===== config.mk =====
export PLATFORM = sky130hd
export DESIGN_NAME = ws2812_rx
export DESIGN_NICKNAME = d
export VERILOG_FILES = /design/src/rtl/ws2812_pkg.sv /design/src/rtl/ws2812_sync_edge.sv /design/src/rtl/ws2812_rx.sv
export SDC_FILE = /design/constraint.sdc
export NUM_CORES = 1
export LEC_CHECK = 0
export BUFFER_PORTS_ARGS = -buffer_cell sky130_fd_sc_hd__buf_2
export CAP_MARGIN = 20
export CORE_ASPECT_RATIO = 0.9
export CORE_UTILIZATION = 60
export CTS_BUF_LIST = sky130_fd_sc_hd__clkbuf_2 sky130_fd_sc_hd__clkbuf_4 sky130_fd_sc_hd__clkbuf_8
export CTS_CLUSTER_DIAMETER = 150
export DETAILED_ROUTE_END_ITERATION = 10
export GPL_ROUTABILITY_DRIVEN = 0
export PLACE_DENSITY_LB_ADDON = 0.08
export SYNTH_ARGS = -nofsm -noshare
export SYNTH_HDL_FRONTEND = slang
export SYNTH_SLANG_ARGS = --single-unit

===== constraint.sdc =====
create_clock -name clk -period 4.5 [get_ports clk]
set_clock_uncertainty 0.05 [all_clocks]
set_input_delay 1.125 -clock clk [delete_from_list [all_inputs] [get_ports clk]]
set_output_delay 1.125 -clock clk [all_outputs]
set_load 0.05 [all_outputs]

===== src/rtl/ws2812_pkg.sv =====
// Shared WS2812 definitions: nominal driver timing, receiver decode
// thresholds (all in 50 MHz clock cycles), colour width and receiver states.
package ws2812_pkg;

   // Nominal driver timing.
   localparam int T0H   = 20;
   localparam int T1H   = 40;
   localparam int TOTAL = 62;
   localparam int RESET = 2500;

   // Receiver decode thresholds.
   localparam int MIN_HIGH_CYC = 5;
   localparam int THRESH_CYC   = 30;
   localparam int MAX_HIGH_CYC = 60;
   localparam int RESET_CYC    = 2500;

   localparam int COLOR_W    = 24;
   localparam int HIGH_CNT_W = 7;
   localparam int LOW_CNT_W  = 12;

   typedef enum logic [1:0] {
      ST_SYNC,
      ST_LOW,
      ST_HIGH,
      ST_PASS
   } state_e;

endpackage


===== src/rtl/ws2812_sync_edge.sv =====
// Synchronises the asynchronous WS2812 data line and flags its rising and
// falling edges, one cycle wide, on the synchronised copy.
module ws2812_sync_edge #(
   parameter int SYNC_STAGES = 2
) (
   input  logic clk,
   input  logic rst_n,
   input  logic i_din,
   output logic o_din_s,
   output logic o_rise,
   output logic o_fall
);

   logic [SYNC_STAGES-1:0] r_sync;
   logic                   r_din_d;

   // Synchroniser chain plus a delayed copy for edge detection.
   // NOTE: sequential state uses non-blocking assignments so every flop samples pre-edge values.
   always_ff @(posedge clk or negedge rst_n) begin
      if (!rst_n) begin
         r_sync  <= '0;
         r_din_d <= 1'b0;
      end else begin
         r_sync  <= {r_sync[SYNC_STAGES-2:0], i_din};
         r_din_d <= r_sync[SYNC_STAGES-1];
      end
   end

   assign o_din_s = r_sync[SYNC_STAGES-1];
   assign o_rise  = r_sync[SYNC_STAGES-1] & ~r_din_d;
   assign o_fall  = ~r_sync[SYNC_STAGES-1] & r_din_d;

endmodule


===== src/rtl/ws2812_rx.sv =====
// Single-pixel WS2812 receiver: decodes the first 24 bits of a frame and
// latches them as the colour word when the reset gap arrives.
// Define WS2812_RX_FORWARD_EN to forward the rest of the frame on dout.
module ws2812_rx
   import ws2812_pkg::*;
#(
   parameter int SYNC_STAGES  = 2,
   parameter int T_MIN_HIGH   = MIN_HIGH_CYC,
   parameter int T_THRESH     = THRESH_CYC,
   parameter int T_MAX_HIGH   = MAX_HIGH_CYC,
   parameter int RESET_CYCLES = RESET_CYC
) (
   input  logic               clk,
   input  logic               rst_n,
   input  logic               din,
   output logic [COLOR_W-1:0] color,
   output logic               color_valid,
   output logic               frame_err,
   output logic               busy,
   output logic               dout
);

   localparam logic [HIGH_CNT_W-1:0] L_MIN_HIGH = HIGH_CNT_W'(T_MIN_HIGH);
   localparam logic [HIGH_CNT_W-1:0] L_THRESH   = HIGH_CNT_W'(T_THRESH);
   localparam logic [HIGH_CNT_W-1:0] L_MAX_HIGH = HIGH_CNT_W'(T_MAX_HIGH);
   localparam logic [LOW_CNT_W-1:0]  L_GAP      = LOW_CNT_W'(RESET_CYCLES);

   logic w_din_s, w_rise, w_fall;

   state_e                r_state, w_state_nxt;
   logic [HIGH_CNT_W-1:0] r_high_cnt, w_high_inc;
   logic [LOW_CNT_W-1:0]  r_low_cnt, w_low_inc;
   logic [4:0]            r_bit_cnt, w_bit_cnt_nxt;
   // Doubles as the pending word once bit_cnt reaches 24; frozen in PASS.
   logic [COLOR_W-1:0]    r_shift, w_shift_nxt;
   logic [COLOR_W-1:0]    r_color, w_color_nxt;
   logic                  r_valid, w_valid_nxt;
   logic                  r_err, w_err_nxt;
   logic                  r_busy;
   logic                  w_gap, w_too_long, w_bit;

   ws2812_sync_edge #(.SYNC_STAGES(SYNC_STAGES)) u_sync_edge (
      .clk     (clk),
      .rst_n   (rst_n),
      .i_din   (din),
      .o_din_s (w_din_s),
      .o_rise  (w_rise),
      .o_fall  (w_fall)
   );

   // Run lengths including the current cycle; restart at 1 on an edge, saturate.
   assign w_high_inc = w_rise ? HIGH_CNT_W'(1) :
                       (&r_high_cnt ? r_high_cnt : r_high_cnt + 1'b1);
   assign w_low_inc  = w_fall ? LOW_CNT_W'(1) :
                       (&r_low_cnt ? r_low_cnt : r_low_cnt + 1'b1);
   assign w_gap      = ~w_din_s & (w_low_inc == L_GAP);
   assign w_too_long = w_din_s & (w_high_inc > L_MAX_HIGH);
   assign w_bit      = (r_high_cnt >= L_THRESH);

   // Next-state and pulse decode.
   always_comb begin
      // NOTE: every signal gets a default first so no path leaves one unassigned (no latches).
      w_state_nxt   = r_state;
      w_bit_cnt_nxt = r_bit_cnt;
      w_shift_nxt   = r_shift;
      w_color_nxt   = r_color;
      w_valid_nxt   = 1'b0;
      w_err_nxt     = 1'b0;
      case (r_state)
         ST_SYNC: begin
            if (w_gap) begin
               w_state_nxt   = ST_LOW;
               w_bit_cnt_nxt = '0;
            end
         end
         ST_LOW: begin
            if (w_rise) begin
               w_state_nxt = ST_HIGH;
            end else if (w_gap && r_bit_cnt != '0) begin
               w_err_nxt     = 1'b1;
               w_bit_cnt_nxt = '0;
            end
         end
         ST_HIGH: begin
            if (w_too_long) begin
               w_err_nxt     = 1'b1;
               w_bit_cnt_nxt = '0;
               w_state_nxt   = ST_SYNC;
            end else if (w_fall) begin
               if (r_high_cnt < L_MIN_HIGH) begin
                  w_state_nxt = ST_LOW;
               end else begin
                  w_shift_nxt   = {r_shift[COLOR_W-2:0], w_bit};
                  w_bit_cnt_nxt = r_bit_cnt + 5'd1;
                  w_state_nxt   = (r_bit_cnt == 5'd23) ? ST_PASS : ST_LOW;
               end
            end
         end
         ST_PASS: begin
            if (w_too_long) begin
               w_err_nxt     = 1'b1;
               w_bit_cnt_nxt = '0;
               w_state_nxt   = ST_SYNC;
            end else if (w_gap) begin
               w_color_nxt   = r_shift;
               w_valid_nxt   = 1'b1;
               w_bit_cnt_nxt = '0;
               w_state_nxt   = ST_LOW;
            end
         end
         default: w_state_nxt = ST_SYNC;
      endcase
   end

   // Line run-length counters; each holds while the line is in the other level.
   always_ff @(posedge clk or negedge rst_n) begin
      if (!rst_n) begin
         r_high_cnt <= '0;
         r_low_cnt  <= '0;
      end else if (w_din_s) begin
         r_high_cnt <= w_high_inc;
      end else begin
         r_low_cnt  <= w_low_inc;
      end
   end

   // Decoder state and registered outputs.
   always_ff @(posedge clk or negedge rst_n) begin
      if (!rst_n) begin
         r_state   <= ST_SYNC;
         r_bit_cnt <= '0;
         r_shift   <= '0;
         r_color   <= '0;
         r_valid   <= 1'b0;
         r_err     <= 1'b0;
         r_busy    <= 1'b0;
      end else begin
         r_state   <= w_state_nxt;
         r_bit_cnt <= w_bit_cnt_nxt;
         r_shift   <= w_shift_nxt;
         r_color   <= w_color_nxt;
         r_valid   <= w_valid_nxt;
         r_err     <= w_err_nxt;
         r_busy    <= (w_bit_cnt_nxt != '0) || (w_state_nxt == ST_PASS);
      end
   end

   assign color       = r_color;
   assign color_valid = r_valid;
   assign frame_err   = r_err;
   assign busy        = r_busy;

`ifdef WS2812_RX_FORWARD_EN
   logic r_dout;

   // Pass the synchronised line through once this pixel has its 24 bits.
   always_ff @(posedge clk or negedge rst_n) begin
      if (!rst_n) begin
         r_dout <= 1'b0;
      end else begin
         r_dout <= (r_state == ST_PASS) ? w_din_s : 1'b0;
      end
   end

   assign dout = r_dout;
`else
   assign dout = 1'b0;
`endif

endmodule


Word-level counts from Yosys, hierarchy flattened
Index checks and enable logic that the tools add are counted.
{"block": "word_totals", "ff_bits": 80, "inputBits": 3, "elab_cells": 68}
{"block": "op_classes", "n_addsub": 3, "magnitude_cmp": 3, "n_eq_ne": 6, "n_mux": 27, "bitwise": 8, "reduce_logical": 10}
{"op": "$mux 5", "n": 7}
{"op": "$mux 12", "n": 2}
{"op": "$pmux 5 s4", "n": 1}
{"op": "$mux 2", "n": 7}
{"op": "$mux 7", "n": 2}
{"op": "$add 12x1->12 const B", "n": 1}
{"op": "$eq 12x12->1 const B", "n": 1}
{"op": "$reduce_and 12->1", "n": 1}
{"op": "$reduce_bool 5->1", "n": 2}
{"op": "$pmux 2 s4", "n": 1}
{"op": "$add 7x1->7 const B", "n": 1}
{"op": "$ge 7x5->1 const B", "n": 1}
{"op": "$gt 7x6->1 const B", "n": 1}
{"op": "$lt 7x3->1 const B", "n": 1}
{"op": "$reduce_and 7->1", "n": 1}
{"op": "$eq 2x2->1 const B", "n": 3}
{"op": "$mux 1", "n": 6}
{"op": "$add 5x1->5 const B", "n": 1}
{"op": "$eq 5x5->1 const B", "n": 1}
{"op": "$and 1x1->1", "n": 4}
{"op": "$not 1->1", "n": 4}
{"op": "$reduce_and 4->1", "n": 1}
{"op": "$reduce_and 3->1", "n": 1}
{"op": "$eq 2x1->1 const B", "n": 1}
{"op": "5 further kinds", "n": 5}

Depth between registers and ports, before layout
{"block": "logic_depth", "word_depth": 11, "depth_mapped": 10}

Modules after synthesis
From an unflattened synthesis, not the netlist that was laid out.
{"block": "unflattened", "hier_cells": 354, "hier_area_um2": 3965.1}
{"module": "ws2812_rx", "n_inst": 1, "cells_each": 349, "area_each_um2": 3875.0}
{"module": "ws2812_sync_edge", "n_inst": 1, "cells_each": 5, "area_each_um2": 90.1}

Worst setup path after synthesis
No wires, ideal clock.
{"block": "synth_timing", "kind": "register to register", "from": "register r_low_cnt[0]", "to": "register r_color[10] (netlist: color[10])", "arrival_ps": 2923, "required_ps": 4325, "setup_slack_ps": 1402, "path_stages_with_launch": 9, "path_buffers": 2, "period_less_slack_ps": 3098, "path_cell_list": "dfrtp_1 -> ha_1 -> or4b_1 -> or4_1 -> a2111o_1 -> or4_1 -> buf_6 -> buf_12 -> mux2_4"}
{"block": "synth_between", "elab_chain_len": 6, "word_cells_on_any_way": 7, "cone_classes": "add/sub (1); eq/ne (1); mux (2); bitwise (1); reduce/logical (2)"}
{"item": "start, declared", "line_no": "ws2812_rx.sv:32", "rtl": "logic [LOW_CNT_W-1:0] r_low_cnt, w_low_inc;"}
{"item": "start signal, assigned", "line_no": "ws2812_rx.sv:123", "rtl": "r_low_cnt <= w_low_inc;"}
{"item": "$add 12x1->12 or $reduce_and 12->1 (tied branches)", "line_no": "ws2812_rx.sv:55", "rtl": "(&r_low_cnt ? r_low_cnt : r_low_cnt + 1'b1);"}
{"item": "$mux 12 (*)", "line_no": "ws2812_rx.sv:55"}
{"item": "$mux 12 (*)", "line_no": "ws2812_rx.sv:54", "rtl": "assign w_low_inc = w_fall ? LOW_CNT_W'(1) :"}
{"item": "$eq 12x12->1 (*)", "line_no": "ws2812_rx.sv:56", "rtl": "assign w_gap = ~w_din_s & (w_low_inc == L_GAP);"}
{"item": "$and 1x1->1 (*)", "line_no": "ws2812_rx.sv:56"}
{"item": "$reduce_and 3->1 (no source line) (*)"}
{"item": "end signal, assigned", "line_no": "ws2812_rx.sv:141", "rtl": "r_color <= w_color_nxt;"}
{"item": "end, declared", "line_no": "ws2812_rx.sv:36", "rtl": "logic [COLOR_W-1:0] r_color, w_color_nxt;"}
Mark *: on every way between the ends. The rest lies on a longest branch, timed or not.
A chain may end at the register's enable or synchronous reset.

Worst setup path after layout
{"block": "layout_timing", "from": "register r_low_cnt[0]", "to": "register r_busy (netlist: busy)"}
{"block": "layout_between", "elab_chain_len": 11, "word_cells_on_any_way": 18, "cone_classes": "add/sub (1); eq/ne (2); mux (10); bitwise (1); reduce/logical (4)"}
{"item": "$add 12x1->12 or $reduce_and 12->1 (tied branches)", "line_no": "ws2812_rx.sv:55"}
{"item": "$mux 12 (*)", "line_no": "ws2812_rx.sv:55"}
{"item": "$mux 12 (*)", "line_no": "ws2812_rx.sv:54"}
{"item": "$eq 12x12->1 (*)", "line_no": "ws2812_rx.sv:56"}
{"item": "$and 1x1->1 (*)", "line_no": "ws2812_rx.sv:56"}
{"item": "$logic_and 1x1->1", "line_no": "ws2812_rx.sv:79", "rtl": "end else if (w_gap && r_bit_cnt != '0) begin"}
{"item": "$mux 5", "line_no": "ws2812_rx.sv:79"}
{"item": "$mux 5", "line_no": "ws2812_rx.sv:77", "rtl": "if (w_rise) begin"}
{"item": "$pmux 5 s4", "line_no": "ws2812_rx.sv:69", "rtl": "case (r_state)"}
{"item": "$reduce_bool 5->1", "line_no": "ws2812_rx.sv:144", "rtl": "r_busy <= (w_bit_cnt_nxt != '0) || (w_state_nxt == ST_PASS);"}
{"item": "$logic_or 1x1->1 (*)", "line_no": "ws2812_rx.sv:144"}
{"item": "end signal, assigned", "line_no": "ws2812_rx.sv:144"}
{"item": "end, declared", "line_no": "ws2812_rx.sv:39", "rtl": "logic r_busy;"}
Marked as above.

==> summary.txt <==
Yosys
  – Post-synthesis sequential area ratio: between 40% and 50%
  – Mean area per synthesized cell: around 11 sq um
  – Post-synthesis register bit count: 80
  – Synth cell types: 54
  – Main synth FF type: dfrtp_1
  – Post-Syn Area: between 4000 and 5000 sq um
  – Synth warn: 0
  – Post-Synthesis Cells: approximately 370
  – Post-synth net total: 380
  – FFs w/ async S/R, synth: 100.0%
  – EDFF count, synth: 0

Clocking
  – Clock Sinks: 80
  – Clock latency on the worst-skew pair: about 350 ps
  – CTS clk-pin slew, worst paths: approximately 80 ps
  – Max Buffers Root-to-Sink: 2
  – Post-CTS resize count: 0
  – Total CTS buffers: 9
  – CTS tree: yes
  – CTS Root Cell: clkbuf_8
  – Post-CTS repair timing setup buffer count: 0
  – H-tree lvl count: 3
  – CTS Hold Buffers Added: 0

Cells and area
  – Final instance area: between 4000 and 5000 sq um
  – Fill count: 502
  – Layout cells sized above 1: 24.62%
  – Final #Nets: roughly 400
  – Diode count: 0
  – Area grow syn2layout: 8.843%

GRT
  – Tot GR Track Use: a little under a quarter
  – Largest net degree at the start of global routing: roughly 80
  – Grt ovf: 0
  – Number of global-route vias before repair: 2654
  – Initial antenna violation count: 0
  – First-pass GRT wire length: about 12000 microns

Detailed routing
  – DR pass1 iterations: 4
  – Avg WL per Cell: 15.04 microns
  – Total wire length: between 7000 and 8000 microns
  – Via count: 2906
  – Iteration-0 DRC count of the detailed router: around 160
  – DRC violations left: 0
  – DRT antenna net count: 0
  – Post-DR vias/cell: 5.955

Worst setup path
  – Worst EP arrival: about 3500 ps
  – Crit path max-delay family: simple AND/OR/NAND/NOR gates
  – Critical-path maximum fanout: 6
  – Crit-path cells: ha_1 > or4b_1 > or4_1 > a2111oi_0 > a41oi_1 > nand4_1 > nand4_1
  – Required @ worst endpoint: 4660 ps
  – Crit path from: r_low_cnt[0]$_DFFE_PN0N_
  – Crit. End Element: flip-flop
  – CP dominant cell by count: nand4_1
  – Slowest cell on crit path: a2111oi_0
  – Reg-to-reg setup timing slack: about 1200 ps
  – CP bufs+invs: 0
  – Startpoint Class: flip-flop
  – CP max stage delay: 790 ps
  – WS Path Type: reg -> reg
  – RR Startpoint: r_low_cnt[0]$_DFFE_PN0N_

Pwr
  – Pleak: roughly 2.1 nW
  – P per Cell Area: approximately 320 nW/um^2
  – Worst VDD drop: between 200 and 250 uV

Timing
  – Setup ws final: approximately 1200 ps
  – Max Transition Viols Final: 0
  – RSZ-0062 raised after global routing: false
  – Slew HR: between 30% and 40%
  – Worst Tran Pin Value: 952.1 ps
  – Peak Freq: between 0.3 and 0.4 GHz
  – Final min period: around 3300 ps
  – Crit share post-route: between 70 and 80%
  – Final Setup Violations: 0
  – Final Hold Vio Count: 0
  – Setup_tns: 0 ps

Placed design
  – Number of I/O port buffers: 29
  – Dpl hpwl: approximately 5000 microns
  – Post-Place Worst Slack: ~1300 ps
  – Cell area after placement: ~4200 sq um

Job
  – MaxCap Viol Count: 0

Floorplan
  – CORE AREA: between 6000 and 7000 sq um
  – Die width: about 90 microns
  – Num ports: 31
  – DIE AREA: between 7000 and 8000 sq um
  – Initial Utilization: approximately three fifths
  – Num rows: 28
  – Die Y: about 80 microns

Min path
  – HP Class: reg -> reg
  – Worst hold start: u_sync_edge.r_sync[0]$_DFF_PN0_

Run status
  – Status: finished, final reports clean
sequential cells by signal, summed over array words and instances, names as in the netlist:
name and flops:
color 24, r_shift 24, r_low_cnt 12, r_high_cnt 7, r_bit_cnt 5, r_state 2
u_sync_edge.r_sync 2, busy 1, color_valid 1, frame_err 1, u_sync_edge.r_din_d 1
per-stage QoR:
step	power (mW)	hold WS [ps]	cells	utilization [%]
floorplan	0.8336	281.2	372	-
global placement	0.8584	286.2	472	64.02
detailed placement	0.8617	305.1	472	64.02
CTS	1.424	325.0	488	67.23
global route	1.468	337.2	488	67.23
finish	1.402	320.9	488	67.23
synth_stat cells, types with 2 or more instances:
library cell  count  share of area (%)
o211ai_1          4               0.74
or4_1             2               0.37
o311a_1           3               0.74
nand2_1          36                3.3
ha_1              5                1.5
a41oi_1           2               0.43
nand3_1          12                1.5
buf_4             3               0.56
mux2_2           27                7.5
a31oi_1           4               0.62
o31ai_1           7                1.3
dfrtp_1          80                 49
a21oi_1          19                2.4
a211o_1           3               0.65
and2_1            4               0.62
nor2b_1           4               0.62
nand4_1           9                1.4
buf_12            2               0.99
buf_1             2               0.19
nor2_1           24                2.2
a2111oi_0         2               0.43
xnor2_1           5                1.1
o22ai_1           6               0.93
o22a_1            3               0.65
nor4_1            2               0.31
mux2i_1           2               0.49
clkbuf_1         13                1.2
o2111ai_1         2               0.43
mux2_4           20                7.4
and4_1            3               0.65
o21ai_0          18                2.2
nor3_1            4               0.49
nor3b_1           2               0.37
inv_1            13                1.2
and3_1            5               0.77
a2111o_1          2               0.56
final timing paths:
kind                                                   end  depth (start not counted)
max reg2reg                                 busy$_DFF_PN0_                          7
max                                         busy$_DFF_PN0_                          7
min in group asynchronous            color[18]$_DFFE_PN0P_                          1
min reg2reg                u_sync_edge.r_sync[1]$_DFF_PN0_                          0
max in group asynchronous         r_low_cnt[8]$_DFFE_PN0N_                          1
min                        u_sync_edge.r_sync[1]$_DFF_PN0_                          0
layout by cell type, fill, tap and decap left out, drive strengths merged, types with 5 or more instances in the layout:
cell type	synthesis	final
o21ai	18	18
nor2	24	24
nand2	36	36
buf	9	32
ha	5	5
o22ai	6	6
nand3	12	12
xnor2	5	5
clkbuf	13	9
dfrtp	80	80
nand4	9	9
inv	13	17
and3	6	6
a21oi	19	19
mux2	47	47
o31ai	7	7
power breakdown:
part | internal (mW) | leakage (nW) | total, mW | switching, mW
Clock | 0.269 | 0.104 | 0.554 | 0.285
Combinational | 0.0298 | 0.895 | 0.0827 | 0.0529
Sequential | 0.732 | 1.10 | 0.765 | 0.0330
cell type report:
type	count	area, sq um	share of cell area (%)
sequential	80	2002	45.45
multi-input combinational	257	1861	42.24
timing repair buffer	32	170.2	3.864
clock buffer	9	123.9	2.813
tap	90	112.6	2.557
clock inverter	7	86.33	1.960
inverter	13	48.80	1.108
kinds of logic (layout without fill, tap and decap cells):
group,count (synthesis),in the layout,synth area share (%)
other,1,1,0.09268
muxes,49,49,15.43
AOI/OAI and AO/OA,83,83,13.70
adders and majority gates,5,5,1.546
and+or+nand+nor,113,113,13.91
DFF,80,80,49.47
xor gates and xnor gates,6,6,1.299
buffers and inverters,35,61,4.546
metal layers:
metal	wire length [microns]	track usage (%)	vias to the layer above
met3	368	5.584	11
met5	0	0	-
li1	-	-	1407
met1	3331	29.51	1393
met4	104	8.871	0
met2	3534	37.08	95
(Power assumes the default switching activity.)
